### config.mk
export PLATFORM = sky130hd
export DESIGN_NAME = alu_seq
export DESIGN_NICKNAME = d
export VERILOG_FILES = /design/src/rtl/alu_pkg.sv /design/src/rtl/alu_rsp_fifo.sv /design/src/rtl/alu_seq.sv
export SDC_FILE = /design/constraint.sdc
export NUM_CORES = 1
export LEC_CHECK = 0
export CAP_MARGIN = 15
export CORE_ASPECT_RATIO = 1.25
export CORE_MARGIN = 2
export CORE_UTILIZATION = 47
export CTS_CLUSTER_SIZE = 14
export DETAILED_ROUTE_END_ITERATION = 10
export PLACE_DENSITY = 0.86
export REMOVE_ABC_BUFFERS = 1
export SYNTH_ARGS = -nofsm -noshare
export SYNTH_HDL_FRONTEND = slang
export SYNTH_SLANG_ARGS = --single-unit
### constraint.sdc
create_clock -name clk -period 2.6 [get_ports clk]
set_input_delay 0.78 -clock clk [delete_from_list [all_inputs] [get_ports clk]]
set_output_delay 0.78 -clock clk [all_outputs]
set_load 0.005 [all_outputs]
### src/rtl/alu_pkg.sv
// rtl/alu_pkg.sv - shared types and defaults for the alu command sequencer
// Purpose: ALU opcode enum, default widths and the response record layout.
// Ports: none (package).
package alu_pkg;

  localparam int DW_DEF = 32;
  localparam int TW_DEF = 4;

  typedef enum logic [1:0] {
    ALU_ADD = 2'b00,
    ALU_SUB = 2'b01,
    ALU_AND = 2'b10,
    ALU_OR  = 2'b11
  } alu_op_e;

  // Response record at default widths; the FIFO stores exactly this packing
  // {y, tag, zero}, so its width is DW + TW + 1 for any parameterisation.
  typedef struct packed {
    logic [DW_DEF-1:0] y;
    logic [TW_DEF-1:0] tag;
    logic              zero;
  } alu_rsp_t;

  localparam int RSP_W = $bits(alu_rsp_t);

endpackage

### src/rtl/alu_rsp_fifo.sv
// rtl/alu_rsp_fifo.sv - synchronous response FIFO for alu_seq
// Purpose: DEPTH-entry FIFO with registered count and head-of-queue output.
// Ports: clk, rst (sync, active high); push/din write; pop advances head;
//        head is the oldest entry; count is the occupancy (0..DEPTH).
module alu_rsp_fifo
  import alu_pkg::*;
#(
  parameter int W     = RSP_W,
  parameter int DEPTH = 4
) (
  input  logic                   clk,
  input  logic                   rst,
  input  logic                   push,
  input  logic [W-1:0]           din,
  input  logic                   pop,
  output logic [W-1:0]           head,
  output logic [$clog2(DEPTH):0] count
);

  localparam int AW = $clog2(DEPTH);

  logic [W-1:0]  mem [DEPTH];
  logic [AW-1:0] wr_ptr;
  logic [AW-1:0] rd_ptr;

  // Storage is cleared on reset so the head reads as all-zero while empty.
  always_ff @(posedge clk) begin
    if (rst) begin
      wr_ptr <= '0;
      rd_ptr <= '0;
      count  <= '0;
      for (int i = 0; i < DEPTH; i++) begin
        mem[i] <= '0;
      end
    end else begin
      if (push) begin
        mem[wr_ptr] <= din;
        wr_ptr      <= wr_ptr + 1'b1;
      end
      if (pop) begin
        rd_ptr <= rd_ptr + 1'b1;
      end
      case ({push, pop})
        2'b10:   count <= count + 1'b1;
        2'b01:   count <= count - 1'b1;
        default: count <= count;
      endcase
    end
  end

  assign head = mem[rd_ptr];

  // The sequencer's credit check must make this unreachable.
  always_ff @(posedge clk) begin
    if (!rst) begin
      assert (!(push && count == (AW + 1)'(DEPTH)));
    end
  end

endmodule

### src/rtl/alu_seq.sv
// rtl/alu_seq.sv - command sequencer and result collector for the alu
// Purpose: registers commands onto the external ALU, captures y one cycle
//          later and returns tagged results in order through a FIFO.
// Ports: clk, rst (sync, active high);
//        cmd_valid/cmd_ready/cmd_op/cmd_acc/cmd_a/cmd_b/cmd_tag command port;
//        alu_a/alu_b/alu_control to the ALU, alu_y from it;
//        rsp_valid/rsp_ready/rsp_y/rsp_tag/rsp_zero response port.
module alu_seq
  import alu_pkg::*;
#(
  parameter int DW    = DW_DEF,
  parameter int TW    = TW_DEF,
  parameter int DEPTH = 4
) (
  input  logic          clk,
  input  logic          rst,
  input  logic          cmd_valid,
  output logic          cmd_ready,
  input  alu_op_e       cmd_op,
  input  logic          cmd_acc,
  input  logic [DW-1:0] cmd_a,
  input  logic [DW-1:0] cmd_b,
  input  logic [TW-1:0] cmd_tag,
  output logic [DW-1:0] alu_a,
  output logic [DW-1:0] alu_b,
  output logic [1:0]    alu_control,
  input  logic [DW-1:0] alu_y,
  output logic          rsp_valid,
  input  logic          rsp_ready,
  output logic [DW-1:0] rsp_y,
  output logic [TW-1:0] rsp_tag,
  output logic          rsp_zero
);

  localparam int CW = $clog2(DEPTH) + 1;
  localparam int RW = DW + TW + 1;

  logic          s1_valid;
  logic [TW-1:0] s1_tag;
  logic [DW-1:0] acc_q;
  logic [CW-1:0] fifo_count;
  logic [CW:0]   credit_used;
  logic [RW-1:0] push_data;
  logic [RW-1:0] head;
  logic          accept;
  logic          pop;
  logic [DW-1:0] op_a;

  // The op in stage 1 will occupy a FIFO slot next edge, so it is charged
  // against the credit now. Only registered state feeds cmd_ready.
  assign credit_used = {1'b0, fifo_count} + {{CW{1'b0}}, s1_valid};
  assign cmd_ready   = credit_used < (CW + 1)'(DEPTH);
  assign accept      = cmd_valid & cmd_ready;

  // Accumulate: the newest result is still on alu_y while stage 1 is busy,
  // otherwise it has already been captured into acc_q.
  assign op_a = !cmd_acc ? cmd_a : (s1_valid ? alu_y : acc_q);

  always_ff @(posedge clk) begin
    if (rst) begin
      s1_valid    <= 1'b0;
      s1_tag      <= '0;
      alu_a       <= '0;
      alu_b       <= '0;
      alu_control <= 2'b00;
      acc_q       <= '0;
    end else begin
      s1_valid <= accept;
      // Operand registers hold when idle so the ALU inputs do not toggle.
      if (accept) begin
        alu_a       <= op_a;
        alu_b       <= cmd_b;
        alu_control <= cmd_op;
        s1_tag      <= cmd_tag;
      end
      if (s1_valid) begin
        acc_q <= alu_y;
      end
    end
  end

  assign push_data = {alu_y, s1_tag, (alu_y == '0)};
  assign pop       = rsp_valid & rsp_ready;

  alu_rsp_fifo #(
    .W     (RW),
    .DEPTH (DEPTH)
  ) u_rsp_fifo (
    .clk   (clk),
    .rst   (rst),
    .push  (s1_valid),
    .din   (push_data),
    .pop   (pop),
    .head  (head),
    .count (fifo_count)
  );

  assign rsp_valid                   = (fifo_count != '0);
  assign {rsp_y, rsp_tag, rsp_zero}  = head;

endmodule

==> results list <==
* Status: complete, but fails checks
- Failing checks: setup timing
- Across the run, the number of max-cap violations was 0.
- DRC viols: 0
* TritonCTS clock tree: built
- Total standard cell area after synthesis: 11120 sq um
* Crit start category: flip-flop
- Final HPWL DP: 17.63 mm
- Final total power: 11100 uW
- Capturing element type of the critical path: output port
* Die boundary height: 176.0 um
- The via count of the first global-routing pass was 8203.
- The pre-antenna-repair detailed-routing pass consisted of 5 iterations.
- Final number of hold-violating endpoints: 0
* Mapped Cells: 912
- Setup repair after global routing could not meet its margin everywhere.
* Required time of the critical path: 1.82 ns
- In this run the worst hold path is classified as reg2reg.
* Die Wd: 141.6 um
* Area enclosed by the die boundary: 24920 sq um
- Highest-count cells in the layout ignoring fill and taps: 172 x sky130_fd_sc_hd__clkdlybuf4s50_1, 148 x sky130_fd_sc_hd__edfxtp_1, 144 x sky130_fd_sc_hd__and2_1
- Part of the cycle the worst path needs: 103.3%
* Skew final: 0.01203 ns
- Via density: 5.483
- Remaining max-slew budget at the tightest pin: 43.24%
- Yosys printed 0 warnings.
- Routed WL: 28.38 mm
- Once detail routing completed, the nets flagged for antenna violations numbered 0.
- sky130_fd_sc_hd__edfxtp_1 takes more of the synthesized area than any other cell.
- The share of the Yosys chip area taken by registers is 60.12%.
- 0 antenna diodes ended up in the layout.
* Number of setup violations in the final report: 16
- # H-tree levels: 1
- Once placement finished, the instance area stood at 13690 sq um.
- Summed area of non-filler cells in the final layout: 14580 sq um
* Post-cts hold buffer count: 0
* Synth cell types: 39
- No sink is reached through more buffers than the 3 on the longest clock path.
- Once routing completed, OpenROAD measured the worst setup slack at -0.08521 ns.
* Clock edge transition at the registers on the reported setup and hold paths: 0.06 ns
* Clock latency of the later-clocked register in the worst-skew pair: 0.52 ns
- Dividing the detail-routed wire length by the instance count gives 19.65 um.
- Yosys top cell area share: 39.96%
- The total overflow left after global routing is 0.
* Boundary pin count: 212
- Largest vdd supply drop: 706.4 uV
- The library cell used most frequently in the layout, excluding fill and tap cells, is sky130_fd_sc_hd__clkdlybuf4s50_1.
* Total clock buffers created by CTS: 27
- Power spread over the standard cell area amounts to 761.6 nW/um^2.
- Global routing used 22.92% of the available tracks.
- First-pass GRT wire length: 44.62 mm
* Share of layout cells above drive strength 1: 17.91%
- The smallest clock period supported by the final layout is computed as 2.685 ns.
- The total area inside the core boundary comes to 23120 sq um.
- Crit Path Max Fanout: 6
* Leakage power: 0.005553 uW
- Type of the worst setup path: reg2out
- The final route contains 7918 vias.
- Count of nets after finishing: 1245
* Worst setup slack before clock tree synthesis: -0.1259 ns
* Number of enable flip-flop cells after synthesis: 148
- Mean cell area of the mapped netlist: 12.20 sq um
- Total of flip-flops plus latches after synthesis: 260
- The tree is rooted in a sky130_fd_sc_hd__clkbuf_16.
- At the pin with the least slew margin, the transition time is 0.8514 ns.
- Data on the critical path arrives at its endpoint at 1.91 ns.
* Growth of design area from synthesis to finish: 31.08%
- Number of antenna violations at the first check in global routing: 1
- The tree built by TritonCTS fans out to 260 sinks.
- Share of async-settable or async-resettable flops after synthesis: 0%
- Weighted congestion at the end of routability-driven global placement: 0.7311
- During placement, the flow inserted port buffers numbering 211.
- The total count of max-transition violations in the final report came to 0.
* Maximum number of pins on one net before global-route repair: 75
- After floorplanning, the core was divided into 62 placement rows.
- Initial drt markers: 577
- Yosys attributes the largest share of cell area to sky130_fd_sc_hd__edfxtp_1 40%, sky130_fd_sc_hd__dfxtp_1 20%, sky130_fd_sc_hd__and2_1 8.1%.
- Among all flip-flop cells after synthesis, the most frequent one is sky130_fd_sc_hd__edfxtp_1.
- For this run, the top clock speed supported by timing is 372.4 MHz.
* Effective utilization at floorplan: 48.11%
stage by stage:
step	utilization (%)	hold slack, ns	std cells	TNS (ns)
floorplan	-	0.4559	838	-294.03
global placement	59.20	0.4593	1379	-0.04762
detailed placement	59.20	0.4668	1379	-0.2150
CTS	62.92	0.4754	1443	-1.521
global route	63.07	0.5070	1444	-1.939
finish	63.07	0.4742	1444	-0.8794
registers in the layout, summed over array words and instances, names as in the netlist, named ones only:
name / count
alu_a: 32
s1_valid: 1
alu_b: 32
u_rsp_fifo.count: 3
u_rsp_fifo.mem: 148
s1_tag: 4
u_rsp_fifo.wr_ptr: 2
acc_q: 32
u_rsp_fifo.rd_ptr: 2
alu_control: 2
power breakdown:
| part | switching (uW) | total, uW | internal (uW) |
|---|---|---|---|
| registers | 159 | 4860 | 4700 |
| logic | 1180 | 2770 | 1590 |
| clock network | 1540 | 3470 | 1940 |
synth_stat cells, types with 2 or more instances:
master                     number
sky130_fd_sc_hd__nor3_1         2
sky130_fd_sc_hd__xor2_1         4
sky130_fd_sc_hd__a21o_1        32
sky130_fd_sc_hd__inv_1          5
sky130_fd_sc_hd__xnor2_1        2
sky130_fd_sc_hd__o21ai_2       20
sky130_fd_sc_hd__buf_6          4
sky130_fd_sc_hd__a21oi_1       40
sky130_fd_sc_hd__nor4b_1        3
sky130_fd_sc_hd__nor2_1        73
sky130_fd_sc_hd__mux4_2        37
sky130_fd_sc_hd__or2_2          3
sky130_fd_sc_hd__buf_4          5
sky130_fd_sc_hd__nor2b_1       34
sky130_fd_sc_hd__dfxtp_1      112
sky130_fd_sc_hd__buf_1          4
sky130_fd_sc_hd__and2_1       144
sky130_fd_sc_hd__buf_2         10
sky130_fd_sc_hd__nor4_1         8
sky130_fd_sc_hd__nor3b_1        2
sky130_fd_sc_hd__mux2i_1       32
sky130_fd_sc_hd__clkbuf_2       8
sky130_fd_sc_hd__clkbuf_1      43
sky130_fd_sc_hd__nand3_1       40
sky130_fd_sc_hd__nand2_1        2
sky130_fd_sc_hd__or3_1          2
sky130_fd_sc_hd__o21ai_1        9
sky130_fd_sc_hd__edfxtp_1     148
sky130_fd_sc_hd__o21ai_0       74
what timing repair did:
item                                    4_1_cts  5_1_grt
resized for setup                           160       14
cloned                                        2        0
setup buffers                                13        3
endpoints found under the hold margin         0        0
endpoints found under the setup margin       37       36
worst max-delay path, stage by stage (launching register included):
cell and delay (ns):
sky130_fd_sc_hd__dfxtp_4 0.38, sky130_fd_sc_hd__buf_6 0.12, sky130_fd_sc_hd__buf_12 0.13, sky130_fd_sc_hd__buf_12 0.11
sky130_fd_sc_hd__mux4_2 0.50, sky130_fd_sc_hd__buf_6 0.14
metal layers:
metal	routed length [um]	GRT usage [%]	vias to the layer above
li1	-	-	3704
met1	10790	27.85	3849
met2	14800	41.44	312
met3	2143	4.936	51
met4	636	5.792	2
met5	13	0	-
cell families after synthesis:
family	synth area share (%)
fa+ha+maj	0.2925
xor+xnor	0.4725
compound gates	9.506
mux	10.37
buf+inv	3.307
simple gates	15.93
flops	60.12
area by class of cell:
class | count | area [sq um]
inverter | 5 | 18.77
timing repair buffer | 269 | 2620
tap | 288 | 360.3
multi-input combinational | 573 | 4096
clock buffer | 35 | 715.7
sequential | 260 | 6695
clock inverter | 14 | 72.57
fill | 1745 | 8538
path summary, 6_finish.rpt:
path / start / end / slack, ns / cells past startpoint
min reg2reg: alu_b[21]$_SDFFE_PP0P_ / alu_b[21]$_SDFFE_PP0P_ / 0.47 / 2
min: alu_b[21]$_SDFFE_PP0P_ / alu_b[21]$_SDFFE_PP0P_ / 0.47 / 2
max reg2reg: u_rsp_fifo.count[0]$_SDFFE_PP0P_ / alu_a[28]$_SDFFE_PP0P_ / 0.38 / 4
max: flip-flop / rsp_y[6] / -0.09 / 5
(Power assumes the default switching activity.)
